`src/rtl/cnu6_ib_ram_loader.sv`:
```
// Copies IB map stage bank sets into the cnu_ib_ram banks: one word per completed set, WORD_NUM words per load.
// Latency: registered outputs, 1 clk after the sampling edge; a full load takes 2*WORD_NUM-1..2*WORD_NUM clks.
// Backpressure: none; writes are paced by map_phase, and load_abort cancels the load at any point.
module cnu6_ib_ram_loader #(
    parameter int QUAN_SIZE = 4,
    parameter int BANK_NUM  = 8,
    parameter int WORD_NUM  = 32,
    parameter int ADDR_W    = 5
) (
    input  logic                            sys_clk,
    input  logic                            rstn,
    input  logic [BANK_NUM*4*QUAN_SIZE-1:0] bank_data,
    input  logic                            map_phase,
    input  logic                            load_start,
    input  logic                            load_abort,
    output logic [BANK_NUM-1:0]             ram_we,
    output logic [ADDR_W-1:0]               ram_waddr,
    output logic [BANK_NUM*4*QUAN_SIZE-1:0] ram_wdata,
    output logic                            busy,
    output logic                            load_done
);

    localparam int DW = BANK_NUM * 4 * QUAN_SIZE;
    localparam logic [ADDR_W-1:0] LAST_WORD = ADDR_W'(WORD_NUM - 1);

    typedef enum logic [1:0] {
        IDLE  = 2'd0,
        WRITE = 2'd1,
        DONE  = 2'd2
    } state_t;

    state_t            state, state_nxt;
    logic [ADDR_W-1:0] word_cnt, word_cnt_nxt;
    logic              we_nxt;
    logic [ADDR_W-1:0] waddr_nxt;
    logic [DW-1:0]     wdata_nxt;
    logic              busy_nxt;
    logic              done_nxt;

    // State, word counter and every output are registered together.
    always_ff @(posedge sys_clk or negedge rstn) begin
        if (!rstn) begin
            state     <= IDLE;
            word_cnt  <= '0;
            ram_we    <= '0;
            ram_waddr <= '0;
            ram_wdata <= '0;
            busy      <= 1'b0;
            load_done <= 1'b0;
        end else begin
            state     <= state_nxt;
            word_cnt  <= word_cnt_nxt;
            ram_we    <= {BANK_NUM{we_nxt}};
            ram_waddr <= waddr_nxt;
            ram_wdata <= wdata_nxt;
            busy      <= busy_nxt;
            load_done <= done_nxt;
        end
    end

    // Abort overrides everything, including a start request in IDLE.
    always_comb begin
        state_nxt    = state;
        word_cnt_nxt = word_cnt;
        if (load_abort) begin
            state_nxt    = IDLE;
            word_cnt_nxt = '0;
        end else begin
            case (state)
                IDLE: begin
                    if (load_start) begin
                        state_nxt    = WRITE;
                        word_cnt_nxt = '0;
                    end
                end
                WRITE: begin
                    if (!map_phase) begin
                        if (word_cnt == LAST_WORD) begin
                            state_nxt    = DONE;
                            word_cnt_nxt = '0;
                        end else begin
                            word_cnt_nxt = word_cnt + 1'b1;
                        end
                    end
                end
                DONE:    state_nxt = IDLE;
                default: state_nxt = IDLE;
            endcase
        end
    end

    // map_phase=0 marks a freshly completed bank set; only then is a word written.
    always_comb begin
        we_nxt    = 1'b0;
        waddr_nxt = ram_waddr;
        wdata_nxt = ram_wdata;
        busy_nxt  = (state_nxt == WRITE);
        done_nxt  = 1'b0;
        if (!load_abort) begin
            case (state)
                WRITE: begin
                    if (!map_phase) begin
                        we_nxt    = 1'b1;
                        waddr_nxt = word_cnt;
                        wdata_nxt = bank_data;
                    end
                end
                DONE:    done_nxt = 1'b1;
                default: ;
            endcase
        end
    end

endmodule

```
`config.mk`:
```
export PLATFORM = sky130hd
export DESIGN_NAME = cnu6_ib_ram_loader
export DESIGN_NICKNAME = d
export VERILOG_FILES = /design/src/rtl/cnu6_ib_ram_loader.sv
export SDC_FILE = /design/constraint.sdc
export NUM_CORES = 1
export LEC_CHECK = 0
export CORE_MARGIN = 3
export CORE_UTILIZATION = 25
export DETAILED_ROUTE_END_ITERATION = 6
export GPL_TIMING_DRIVEN = 0
export PLACE_DENSITY_LB_ADDON = 0.08
export SYNTH_ARGS = -nofsm -noshare
export SYNTH_HDL_FRONTEND = slang
export SYNTH_SLANG_ARGS = --single-unit
export TNS_END_PERCENT = 10
```
`constraint.sdc`:
```
create_clock -name sys_clk -period 2.9 [get_ports sys_clk]
set_input_delay 0.87 -clock sys_clk [delete_from_list [all_inputs] [get_ports sys_clk]]
set_output_delay 0.87 -clock sys_clk [all_outputs]
set_load 0.05 [all_outputs]
```
==> impl_metrics.json, run 1 <==
{
  "wl_met1_mm": 7.86,
  "switching_power_mw": 3.14,
  "hold_viol": 0,
  "p_int_mw": 5.05,
  "syn_to_final_growth_pct": 68.4,
  "postRouteAntennaNets": 0,
  "r2r-end": "ram_wdata[109]",
  "io_pins": 276,
  "stdcell_count": 1195,
  "place_area_sq_um": 8670,
  "finalSetupTns_ns": 0,
  "synth-seq-cells": 143,
  "clk_latency_ns": 0.42,
  "clock-root-buffer": "clkbuf_16",
  "wl_per_cell_um": 14.7,
  "combPwrFrac_pct": 37.4,
  "fp.dieW_um": 155,
  "ctsHtreeMaxLevel": 4,
  "p_leak_nw": 4.58,
  "cp.arrival_ns": 1.83,
  "post_cts_buffers": 0,
  "first_global_vias": 5003,
  "required_ns": 2.03,
  "min_path_type": "input pin to asynchronous set/reset pin",
  "gp_congestion": 0.712,
  "dr_wl_met3_mm": 1.96,
  "max-vdd-ir-drop_mv": 0.353,
  "grt_max_degree": 80,
  "netlist_instances": 612,
  "syn_avg_cell_area_sq_um": 9.07,
  "finalMaxSlewViolations": 0,
  "final_cell_mix": "nand2_1 (397), clkdlybuf4s50_1 (274), dfrtp_1 (143), clkbuf_16 (17), buf_4 (15)",
  "dr.pass1.iters": 4,
  "antenna_found_initial": 0,
  "fin_area_sq_um": 9340,
  "initial_core_util_pct": 25.9,
  "cts_tree": "yes",
  "clockPowerShare_pct": 30.5,
  "clock_sinks": 143,
  "fmax_mhz": 370,
  "wl_met2_mm": 7.58,
  "cts_made_buffers": 17,
  "syn_nets": 747,
  "fin_crit_sh_pct": 93.2,
  "vias": 4838,
  "r2r-start": "state[1]",
  "worstRegToRegCells": 7,
  "wl_mm": 17.5,
  "clk_pin_slew_ns": 0.06,
  "finalSetupViolCount": 0,
  "tightest_slew_ns": 0.625,
  "grtUsageTotal_pct": 14.5,
  "io_buffers": 275,
  "drive_gt1_share_pct": 6.96,
  "period_minus_slack_ns": 2.70,
  "grt_overflow": 0,
  "viasPerCell": 4.05,
  "place_inst": 1163,
  "critical_path_class": "flop to output port",
  "ys_warn_count": 0,
  "ys_seq_area_share_pct": 64.5,
  "drt_iter0_markers": 175,
  "finalClockSkew_ns": 0.0100,
  "synth_area_sq_um": 5550,
  "highest_layer": "met4",
  "coreArea_sq_um": 21400,
  "drc": 0,
  "worstSetupEndpointType": "output port",
  "ff2ff_setup_slack_ns": 0.90,
  "dieArea_sq_um": 24000,
  "ctsResizeCount": 0,
  "grt_pass1_wl_mm": 27.8,
  "status": "finished clean",
  "hpwl_mm": 12.5,
  "drv_cap": 0,
  "switching_share_pct": 38.4,
  "cts_buffer_depth": 2,
  "n_antenna_cell": 0,
  "final_nets": 1042,
  "rsz0062_at_grt": "no",
  "rows": 53,
  "maxSlewHeadroom_pct": 58.3,
  "power_density_nw_per_um2": 877,
  "crit_path_max_fanout": 8,
  "synth.distinct_cells": 26,
  "start_kind": "flop",
  "die_y_um": 155,
  "hold_buffers": 0,
  "final_common_cell": "nand2_1",
  "p_seq_share_pct": 32.1
}
cells in the mapped netlist (all sizes together):
cell / instances / area [sq um]
or4: 1 / 7.51
nor4b: 2 / 17.5
and3: 1 / 6.26
dfrtp: 143 / 3580
ha: 2 / 25.0
o21ai: 3 / 15.0
nor3b: 2 / 15.0
nor3: 1 / 5.00
a21o: 2 / 15.0
nand2b: 2 / 12.5
buf: 29 / 220
a211oi: 2 / 15.0
a22oi: 1 / 7.51
a211o: 1 / 8.76
o31ai: 2 / 15.0
or2: 1 / 8.76
nor2: 1 / 3.75
or3b: 1 / 8.76
inv: 6 / 22.5
nand3: 3 / 15.0
nand2: 397 / 1490
and2: 1 / 6.26
clkbuf: 8 / 30.0
cell type report:
class                      count  area (sq um)
tap                          275           344
clock buffer                  18           429
sequential                   143          3580
fill                        2137         12100
clock inverter                14           239
buffer                        37           250
inverter                       6          22.5
timing repair buffer         276          2780
multi-input combinational    426          1700
flip-flops by register name (all words and copies together), names as in the netlist:
name       flops
load_done      1
ram_we         1
busy           1
ram_wdata    128
state          2
word_cnt       5
ram_waddr      5
worst max path at each step:
stage,start,to,slack (ns),cells past startpoint
floorplan,load_abort,ram_wdata[42],0.65,8
global placement,rstn,ram_wdata[17],-5.38,1
detailed placement,load_abort,ram_wdata[111],-0.13,8
CTS,ram_we[0],ram_we[4],0.17,2
global route,ram_we[0],ram_we[2],0.13,2
finish,ram_we[0],ram_we[6],0.20,2
power by group through the flow:
stage,Clock [mW],Sequential [mW],Combinational (mW)
final,2.50,2.63,3.06
after detailed placement,0,2.66,3.10
after global placement,0,2.65,3.09
after CTS,2.58,2.63,3.10
after floorplan,0,4.13,0.380
after global routing,2.65,2.69,3.23
critical path, cell delays in order, from the launching register on:
cell and delay [ns]:
dfrtp_1 0.47, buf_4 0.15, clkdlybuf4s50_1 0.80
layer usage:
metal  up-vias  GRT usage, %
met5         -             0
met4         0          3.41
met3        11          6.68
met2       188          22.1
met1      2188          18.9
li1       2451             -
logic make-up (layout without fill, tap and decap cells):
| group | after synthesis | in the layout | share of synthesized area, % |
|---|---|---|---|
| adder cells (fa/ha/maj) | 2 | 2 | 0.451 |
| buffers and inverters | 43 | 351 | 4.92 |
| AO/OA/AOI/OAI | 11 | 11 | 1.38 |
| flip-flops | 143 | 143 | 64.5 |
| AND/OR/NAND/NOR | 413 | 413 | 28.8 |
per-stage QoR:
step	setup slack [ns]	util [%]	total power, mW	hold slack, ns
2_1_floorplan	0.650	-	4.51	0.447
3_3_place_gp	-5.38	40.4	5.74	0.457
3_5_place_dp	-0.128	40.5	5.75	0.461
4_1_cts	0.167	43.6	8.32	0.453
5_1_grt	0.128	43.6	8.57	0.476
6_report	0.197	43.6	8.20	0.438
Power figures use the tool's default switching activity.
==> run 2, diff against run 1 <==
--- a/config.mk
+++ b/config.mk
@@ -6,10 +6,10 @@
 export NUM_CORES = 1
 export LEC_CHECK = 0
 export CORE_MARGIN = 3
-export CORE_UTILIZATION = 25
+export CORE_UTILIZATION = 40
 export DETAILED_ROUTE_END_ITERATION = 6
 export GPL_TIMING_DRIVEN = 0
-export PLACE_DENSITY_LB_ADDON = 0.08
+export PLACE_DENSITY = 0.88
 export SYNTH_ARGS = -nofsm -noshare
 export SYNTH_HDL_FRONTEND = slang
 export SYNTH_SLANG_ARGS = --single-unit
==> constraint.sdc (replaced) <==
create_clock -name sys_clk -period 2.9 [get_ports sys_clk]
set_input_delay 0.435 -clock sys_clk [delete_from_list [all_inputs] [get_ports sys_clk]]
set_output_delay 0.435 -clock sys_clk [all_outputs]
set_load 0.05 [all_outputs]
==> impl_metrics.json, run 2 (synthesis gave the netlist of run 1 again) <==
{
  "status": "finished clean",
  "cts_tree": "yes",
  "tightest_slew_ns": 0.653,
  "power_density_nw_per_um2": 886,
  "p_leak_nw": 4.58,
  "use_met1_pct": 24.4,
  "finalSetupTns_ns": 0,
  "die_y_um": 124,
  "drive_gt1_share_pct": 6.85,
  "period_minus_slack_ns": 2.24,
  "maxSlewHeadroom_pct": 56.5,
  "max-vdd-ir-drop_mv": 0.473,
  "n_antenna_cell": 0,
  "largest_register_ffs": 128,
  "hpwl_mm": 11.7,
  "first_global_vias": 4897,
  "cts_made_buffers": 17,
  "cts_buffer_depth": 2,
  "drv_cap": 0,
  "grt.met2_usage_pct": 34.6,
  "final_nets": 1042,
  "syn_to_final_growth_pct": 66.4,
  "antenna_found_initial": 0,
  "io_buffers": 275,
  "ctsResizeCount": 0,
  "io_pins": 276,
  "final_cell_mix": "nand2_1 (397), clkdlybuf4s50_1 (274), dfrtp_1 (143), clkbuf_16 (17), buf_4 (15)",
  "finalClockSkew_ns": 0.00578,
  "gp_congestion": 0.789,
  "min_path_type": "input pin to asynchronous set/reset pin",
  "rows": 42,
  "grt-busiest-layer": "met2",
  "multi_input_area_sq_um": 1700,
  "dr.pass1.iters": 4,
  "critical_path_class": "flop to output port",
  "place_inst": 1064,
  "wl_per_cell_um": 14.6,
  "initial_core_util_pct": 41.4,
  "coreArea_sq_um": 13400,
  "whs_ns": 0.0101,
  "finalSetupViolCount": 0,
  "hold_buffers": 0,
  "nFillCells": 988,
  "ctsHtreeMaxLevel": 4,
  "top_regs": "ram_wdata x128, ram_waddr x5, word_cnt x5",
  "path_cells": "buf_4 -> clkdlybuf4s50_1",
  "postRouteAntennaNets": 0,
  "drt_iter0_markers": 225,
  "total_power_mw": 8.18,
  "clk_pin_slew_ns": 0.06,
  "wl_mm": 16.0,
  "viasPerCell": 4.58,
  "final_common_cell": "nand2_1",
  "required_ns": 2.47,
  "fmax_mhz": 446,
  "clk_latency_ns": 0.41,
  "crit_path_max_fanout": 8,
  "dieArea_sq_um": 15300,
  "grt_overflow": 0,
  "stdcell_count": 1096,
  "critPathTopFamily": "buffers and inverters",
  "fin_crit_sh_pct": 77.3,
  "clock_sinks": 143,
  "fp.dieW_um": 124,
  "grt_max_degree": 76,
  "rsz0062_at_grt": "no",
  "hold_viol": 0,
  "slowest_delay_ns": 0.79,
  "cp.arrival_ns": 1.81,
  "finalMaxSlewViolations": 0,
  "clock-root-buffer": "clkbuf_16",
  "grtUsageTotal_pct": 20.8,
  "post_cts_buffers": 0,
  "worstSetupEndpointType": "output port",
  "start_kind": "flop",
  "gr-usage-met3_pct": 8.58,
  "grt_pass1_wl_mm": 24.5,
  "regMostFlops": "ram_wdata",
  "crit_path_top_delay_cell": "clkdlybuf4s50_1",
  "regArea_sq_um": 3580,
  "drc": 0,
  "vias": 5024,
  "path_buf_inv": 2
}
==> run 2: changes by cell type in the layout (fill, tap and decap cells not counted), sizes merged <==
cell	delta
clkbuf	+4
clkinv	-4
clkinvlp	+1
inv	-1
==> run 2: worst paths after layout <==
| check | startpoint | end | slack (ns) | cells past startpoint |
|---|---|---|---|---|
| setup / recovery | ram_we[0] | ram_we[2] | 0.66 | 2 |
| hold / removal | rstn | ram_wdata[84] | 0.01 | 1 |
| setup reg to reg | state[1] | ram_wdata[101] | 0.89 | 7 |
| hold reg to reg | ram_wdata[92] | ram_wdata[92] | 0.47 | 2 |
| max in group asynchronous | rstn | ram_wdata[101] | 2.11 | 2 |
| min in group sys_clk | ram_wdata[92] | ram_wdata[92] | 0.47 | 2 |
==> run 2: cell type report <==
class | count | area share, %
Sequential cell | 143 | 38.8
Timing Repair Buffer | 276 | 30.1
Multi-Input combinational cell | 426 | 18.4
Clock buffer | 22 | 5.14
Buffer | 37 | 2.71
Tap cell | 176 | 2.39
Clock inverter | 10 | 2.24
Inverter | 6 | 0.244
==> run 2: stage by stage <==
stage	worst slack, ns	utilization, %	instance area, sq um
after floorplan	1.08	-	5550
after global placement	-4.40	63.6	8520
after detailed placement	0.330	63.8	8550
after CTS	0.629	68.9	9230
after global routing	0.564	68.9	9230
final	0.658	68.9	9230
==> run 2: power breakdown <==
| group | total [mW] | internal, mW | switching (mW) |
|---|---|---|---|
| clock | 2.48 | 1.68 | 0.798 |
| combinational | 3.07 | 1.02 | 2.04 |
| sequential | 2.64 | 2.41 | 0.225 |
==> run 2: routing by layer <==
metal  wire length [um]  vias to the layer above
met1               6280                     2349
met2               7820                      204
li1                   -                     2450
met3               1590                       21
met4                270                        0
met5                  0                        -
